--- src/rtl/stall_fifo_buffer_if.sv ---
// Handshake bundle for stall_fifo_buffer: the upstream word and controls,
// plus the buffered output word and fill/status flags.
interface stall_fifo_buffer_if #(
  parameter int WIDTH = 32,
  parameter int DEPTH = 8
);
  localparam int CW = $clog2(DEPTH + 1);

  logic             flush;
  logic             stall;
  logic             in_valid;
  logic [WIDTH-1:0] in_data;
  logic             out_valid;
  logic [WIDTH-1:0] out_data;
  logic [CW-1:0]    count;
  logic             full;
  logic             almost_full;
  logic             overflow;

  modport slave (
    input  flush, stall, in_valid, in_data,
    output out_valid, out_data, count, full, almost_full, overflow
  );

  modport master (
    output flush, stall, in_valid, in_data,
    input  out_valid, out_data, count, full, almost_full, overflow
  );
endinterface

--- src/rtl/stall_fifo_buffer.sv ---
// Circular stall buffer: absorbs words while the pipeline is stalled and
// drains them in order afterwards, one per cycle, with fill/overflow status.
module stall_fifo_buffer #(
  parameter int WIDTH     = 32,
  parameter int DEPTH     = 8,
  parameter int AF_THRESH = 6,
  parameter bit BYPASS    = 1'b1
) (
  input logic                 clk,
  input logic                 reset,
  stall_fifo_buffer_if.slave  bus
);

  localparam int PW = (DEPTH > 1) ? $clog2(DEPTH) : 1;
  localparam int CW = $clog2(DEPTH + 1);

  typedef enum logic [2:0] {
    OP_FLUSH,
    OP_STALL,
    OP_DRAIN,
    OP_BYPASS,
    OP_ENQUEUE
  } op_e;

  logic [WIDTH-1:0] mem_q [DEPTH];
  logic [PW-1:0]    head_q, head_d;
  logic [PW-1:0]    tail_q, tail_d;
  logic [CW-1:0]    count_q, count_d;
  logic             out_valid_q, out_valid_d;
  logic [WIDTH-1:0] out_data_q, out_data_d;
  logic             overflow_q, overflow_d;
  logic             push, pop, full;
  op_e              op;

  // Explicit wrap so DEPTH need not be a power of two.
  function automatic logic [PW-1:0] ptr_inc(input logic [PW-1:0] p);
    return (p == PW'(DEPTH - 1)) ? '0 : p + 1'b1;
  endfunction

  assign full = (count_q == CW'(DEPTH));

  always_comb begin
    if (bus.flush)              op = OP_FLUSH;
    else if (bus.stall)         op = OP_STALL;
    else if (count_q != '0)     op = OP_DRAIN;
    else if (BYPASS)            op = OP_BYPASS;
    else                        op = OP_ENQUEUE;
  end

  always_comb begin
    push        = 1'b0;
    pop         = 1'b0;
    out_valid_d = 1'b0;
    out_data_d  = out_data_q;
    overflow_d  = overflow_q;
    unique case (op)
      OP_FLUSH: begin
        out_data_d = '0;
        overflow_d = 1'b0;
      end
      OP_STALL: begin
        if (bus.in_valid) begin
          if (full) overflow_d = 1'b1;
          else      push       = 1'b1;
        end
      end
      OP_DRAIN: begin
        pop         = 1'b1;
        push        = bus.in_valid;
        out_valid_d = 1'b1;
        out_data_d  = mem_q[head_q];
      end
      OP_BYPASS: begin
        out_valid_d = bus.in_valid;
        out_data_d  = bus.in_data;
      end
      OP_ENQUEUE: begin
        push = bus.in_valid;
      end
      default: ;
    endcase
  end

  always_comb begin
    head_d  = pop  ? ptr_inc(head_q) : head_q;
    tail_d  = push ? ptr_inc(tail_q) : tail_q;
    count_d = count_q;
    if (op == OP_FLUSH) begin
      head_d  = '0;
      tail_d  = '0;
      count_d = '0;
    end else begin
      unique case ({push, pop})
        2'b10:   count_d = count_q + 1'b1;
        2'b01:   count_d = count_q - 1'b1;
        default: count_d = count_q;
      endcase
    end
  end

  always_ff @(posedge clk or posedge reset) begin
    if (reset) begin
      head_q      <= '0;
      tail_q      <= '0;
      count_q     <= '0;
      out_valid_q <= 1'b0;
      out_data_q  <= '0;
      overflow_q  <= 1'b0;
    end else begin
      head_q      <= head_d;
      tail_q      <= tail_d;
      count_q     <= count_d;
      out_valid_q <= out_valid_d;
      out_data_q  <= out_data_d;
      overflow_q  <= overflow_d;
    end
  end

  // Storage is not reset; the pointers and count define what is valid.
  always_ff @(posedge clk) begin
    if (push) mem_q[tail_q] <= bus.in_data;
  end

  assign bus.out_valid   = out_valid_q;
  assign bus.out_data    = out_data_q;
  assign bus.count       = count_q;
  assign bus.full        = full;
  assign bus.almost_full = (count_q >= CW'(AF_THRESH));
  assign bus.overflow    = overflow_q;

endmodule

--- src/flat_wrapper.sv ---
// flat-port wrapper written by rule: the top's interface ports become plain ports
module stall_fifo_buffer_flat 
#(
  parameter int WIDTH     = 32,
  parameter int DEPTH     = 8,
  parameter int AF_THRESH = 6,
  parameter bit BYPASS    = 1'b1
)
  (clk, reset, bus_flush, bus_stall, bus_in_valid, bus_in_data, bus_out_valid, bus_out_data, bus_count, bus_full, bus_almost_full, bus_overflow);
  stall_fifo_buffer_if #(.WIDTH(WIDTH), .DEPTH(DEPTH)) bus_i ();
  input logic clk;
  input logic reset;
  input wire logic [$bits(bus_i.flush)-1:0] bus_flush;
  input wire logic [$bits(bus_i.stall)-1:0] bus_stall;
  input wire logic [$bits(bus_i.in_valid)-1:0] bus_in_valid;
  input wire logic [$bits(bus_i.in_data)-1:0] bus_in_data;
  output wire logic [$bits(bus_i.out_valid)-1:0] bus_out_valid;
  output wire logic [$bits(bus_i.out_data)-1:0] bus_out_data;
  output wire logic [$bits(bus_i.count)-1:0] bus_count;
  output wire logic [$bits(bus_i.full)-1:0] bus_full;
  output wire logic [$bits(bus_i.almost_full)-1:0] bus_almost_full;
  output wire logic [$bits(bus_i.overflow)-1:0] bus_overflow;
  assign bus_i.flush = bus_flush;
  assign bus_i.stall = bus_stall;
  assign bus_i.in_valid = bus_in_valid;
  assign bus_i.in_data = bus_in_data;
  assign bus_out_valid = bus_i.out_valid;
  assign bus_out_data = bus_i.out_data;
  assign bus_count = bus_i.count;
  assign bus_full = bus_i.full;
  assign bus_almost_full = bus_i.almost_full;
  assign bus_overflow = bus_i.overflow;
  stall_fifo_buffer #(.WIDTH(WIDTH), .DEPTH(DEPTH), .AF_THRESH(AF_THRESH), .BYPASS(BYPASS)) u_core (.clk(clk), .reset(reset), .bus(bus_i));
endmodule
--- config.mk ---
export PLATFORM = sky130hd
export DESIGN_NAME = stall_fifo_buffer_flat
export DESIGN_NICKNAME = d
export VERILOG_FILES = /design/src/rtl/stall_fifo_buffer_if.sv /design/src/rtl/stall_fifo_buffer.sv /design/src/flat_wrapper.sv
export SDC_FILE = /design/constraint.sdc
export NUM_CORES = 1
export LEC_CHECK = 0
export ABC_AREA = 0
export CELL_PAD_IN_SITES_DETAIL_PLACEMENT = 1
export CELL_PAD_IN_SITES_GLOBAL_PLACEMENT = 1
export CORE_AREA = 4 4 229 186
export CTS_BUF_LIST = sky130_fd_sc_hd__clkbuf_8 sky130_fd_sc_hd__clkbuf_16
export CTS_CLUSTER_DIAMETER = 200
export DETAILED_ROUTE_END_ITERATION = 8
export DIE_AREA = 0 0 233 190
export PLACE_DENSITY = 0.52
export RECOVER_POWER = 25
export SYNTH_ARGS = -nofsm -noshare
export SYNTH_HDL_FRONTEND = slang
export SYNTH_SLANG_ARGS = --single-unit
--- constraint.sdc ---
create_clock -name clk -period 5.18 [get_ports clk]
set_input_delay 1.036 -clock clk [delete_from_list [all_inputs] [get_ports clk]]
set_output_delay 1.036 -clock clk [all_outputs]
set_load 0.005 [all_outputs]
==> results by group <==
Outcome
  • Status: complete, no violations

Placed design
  • PortBufs: 76
  • Gpl congestion: approximately 0.76
  • Hpwl dp: 17.51 mm

STA
  • Final Max Tran Viols: 0
  • Clock skew: 0.02127 ns
  • Worst-margin pin slew: 1.096 ns
  • Final Hold Fails: 0
  • Setup TNS: 0 ns
  • Ratio of final minimum period to clock period: 67.67%
  • F_max: 0.2853 GHz
  • Unrepaired setup endpoints after global routing: false
  • Max-slew headroom: a little over a quarter
  • Setup violators final: 0
  • Final min period: 3.505 ns

Clocking
  • Setup Fix Bufs, Post-CTS: 0
  • Htree depth: 2
  • Clock Tree Root: clkbuf_16
  • CTS tree: yes
  • Hold Buf Count CTS: 0
  • Clk pin slew, worst setup/hold paths: about 0.060 ns
  • CTS buffer count: 35
  • CTS resizes: 0
  • Clk_lat worst skew: 0.52 ns
  • CTS Sinks: 300
  • CTS max path bufs: 3

Critical path
  • RR Startpoint: u_core.bus.count[0]$_DFFE_PP0P_
  • Crit path required time: 5.38 ns
  • Critical Path End: u_core.mem_q[5][23]$_DFFE_PP_
  • CP Launch Type: input pin
  • R2R Path End: u_core.mem_q[5][23]$_DFFE_PP_
  • Critical Path Source: bus_flush
  • Worst Path Max Fanout: 46
  • Critical Path End Type: flip-flop
  • Register-to-Register Path Depth: 5
  • Reg2Reg Setup Slack: roughly 2.3 ns
  • Critical Path AT: 3.70 ns
  • WS Path Type: in2reg

Die
  • Rows: 66
  • Die Width: about 230 um
  • IO Pins: 77
  • Initial core utilization: ~30%
  • Die area: approximately 44000 um^2
  • Die height: 190 um
  • Core area: 40300 um^2

Routing
  • Drt drc: 0
  • Drt total wl: 29.35 mm
  • Wire per inst: 22.34 um
  • Final ANT Viol Nets: 0
  • First-pass detailed-route iteration total: 5
  • DR iter-0 viols: 512
  • Via count: 6414
  • Vias per inst: 4.881

Yosys
  • Register area share after synthesis: 73.57%
  • Post-synthesis register bit count: 300
  • Ys Warns: 0
  • Largest cells by area after synthesis: edfxtp_1, dfrtp_1, mux4_2, mux2i_1, a221oi_1
  • Post-synth top area share: 64.35%
  • Cells after Synth: between 600 and 700
  • Distinct cells, synth: 35
  • Synth area leader: edfxtp_1
  • Synth Net Count: 696
  • Most used flip-flop cell after synthesis: edfxtp_1
  • Post-synthesis cell area: 11950 um^2
  • Number of flops mapped to enable cells by yosys: 256
  • Post-synth ARST share: between 10 and 15%
  • Synth Area per Inst: approximately 18 um^2

Power and ir drop
  • Switch share: roughly a quarter
  • Pwr/cell area: 422.9 nW/um^2
  • Part of the power in the clock network: 39.1%
  • VDD IR max: approximately 0.19 mV
  • Comb pwr share: between 10% and 20%
  • Int Power: between 0.004 and 0.005 W
  • Leak: between 4 and 5 nW
  • Net Sw Power: approximately 0.0015 W
  • Reg power frac: 46.1%

GRT
  • Tot GR Track Use: 13.34%
  • Largest net degree at the start of global routing: 74
  • Grt ovf: 0
  • First-pass GRT wire length: 45.02 mm
  • Initial antenna violation count: 1
  • Vias in the first global route: 7071

Final layout
  • Util after Layout: 36.06%
  • Area Overhead vs Synth: 21.64%
  • Final nets: 786
  • Share of layout cells above drive strength 1: ~17%

Worst hold path
  • Hold_sp: u_core.bus.overflow$_DFFE_PP0P_
  • Hold/Removal Path Class: reg2reg

Flow run
  • Number of max-cap violations: 0
power by group through the flow:
stage	registers [W]	logic [W]	clock network [W]
after floorplan	0.00284	0.000572	0
after global placement	0.00288	0.000907	0
after detailed placement	0.00289	0.000922	0
after CTS	0.00284	0.000927	0.00248
after global routing	0.00285	0.000992	0.00260
final	0.00284	0.000907	0.00240
cells in the mapped netlist (2+ instances only):
| cell type | count |
|---|---|
| a2111oi_0 | 20 |
| a21o_1 | 3 |
| a21oi_1 | 7 |
| a221oi_1 | 24 |
| a22oi_1 | 14 |
| and2_1 | 2 |
| buf_1 | 2 |
| buf_2 | 20 |
| buf_4 | 4 |
| buf_6 | 3 |
| clkbuf_1 | 14 |
| dfrtp_1 | 44 |
| edfxtp_1 | 256 |
| ha_1 | 6 |
| inv_1 | 4 |
| mux2i_1 | 69 |
| mux4_2 | 40 |
| nand2_1 | 12 |
| nand2b_1 | 2 |
| nand3_1 | 2 |
| nor2_1 | 11 |
| nor2b_1 | 33 |
| nor3_1 | 37 |
| nor3b_1 | 4 |
| o21ai_0 | 6 |
| o31ai_1 | 2 |
| or3_1 | 2 |
| xnor2_1 | 2 |
worst max-delay path, stage by stage:
cell      delay [ns]
buf_2           0.45
nand2b_1        0.31
a21oi_1         0.53
nand2_1         0.33
nor3b_2         0.71
buf_12          0.31
layout by cell type (no fill, tap or decap), drive strengths merged:
| cell type | instances |
|---|---|
| dfrtp | 44 |
| nor2b | 33 |
| bufinv | 3 |
| clkbuf | 39 |
| ha | 6 |
| o31ai | 2 |
| nor3 | 37 |
| clkdlybuf4s50 | 51 |
| o311ai | 1 |
| o21ai | 6 |
| dlygate4sd3 | 23 |
| a21o | 3 |
| a211oi | 1 |
| or4 | 1 |
| clkinv | 12 |
| mux4 | 40 |
| a221oi | 25 |
| buf | 22 |
| inv | 14 |
| mux2i | 69 |
| a22oi | 14 |
| a21oi | 7 |
| or3 | 2 |
| or4b | 1 |
| a2111oi | 20 |
| and2 | 2 |
| fa | 1 |
| nor3b | 4 |
| diode | 1 |
| nor2 | 11 |
| nand2 | 12 |
| nand3 | 2 |
| xnor2 | 2 |
| edfxtp | 256 |
| nor4 | 1 |
| nand2b | 2 |
cells by family after synthesis:
group                      Yosys count  share of synthesized area (%)
DFF                                300                          73.57
muxes                              109                          13.32
and+or+nand+nor                    108                          4.849
AOI/OAI and AO/OA                   79                          5.320
buffers and inverters               47                          2.000
adders and majority gates            7                         0.7960
xor gates and xnor gates             2                         0.1467
registers in the layout (all words and copies together) (netlist names):
register,flops
u_core.bus.count,4
u_core.bus.out_data,32
u_core.bus.out_valid,1
u_core.bus.overflow,1
u_core.head_q,3
u_core.mem_q,256
u_core.tail_q,3
worst min-delay path by stage:
stage                     cells past startpoint                             endpoint
after floorplan                               2      u_core.bus.overflow$_DFFE_PP0P_
after global placement                        2      u_core.bus.overflow$_DFFE_PP0P_
after detailed placement                      2      u_core.bus.overflow$_DFFE_PP0P_
after CTS                                     2      u_core.bus.overflow$_DFFE_PP0P_
after global routing                          2  u_core.bus.out_data[19]$_DFFE_PP0P_
final                                         2      u_core.bus.overflow$_DFFE_PP0P_
metrics by stage:
stage | hold slack (ns) | area (um^2) | power, W | cells | setup WS, ns
2_1_floorplan | 0.4859 | 11950 | 0.003408 | 652 | 0.4354
3_3_place_gp | 0.4881 | 13390 | 0.003789 | 1249 | 1.241
3_5_place_dp | 0.5134 | 13390 | 0.003809 | 1249 | 1.179
4_1_cts | 0.5294 | 14530 | 0.006250 | 1313 | 1.700
5_1_grt | 0.5820 | 14530 | 0.006445 | 1313 | 1.533
6_report | 0.5268 | 14530 | 0.006146 | 1314 | 1.675
layer usage:
metal | routed length (um) | GRT usage (%)
met1 | 13830 | 19.13
met5 | 0 | 0
met2 | 13810 | 21.15
met3 | 1286 | 2.650
met4 | 421 | 2.941
cell type report:
class | count | area (um^2)
Inverter | 4 | 15.01
Clock buffer | 39 | 942.2
Timing Repair Buffer | 96 | 925.9
Fill cell | 4062 | 25770
Multi-Input combinational cell | 305 | 2973
Antenna cell | 1 | 2.502
Sequential cell | 300 | 8795
Tap cell | 544 | 680.7
Clock inverter | 25 | 197.7
Power figures use the tool's default switching activity.
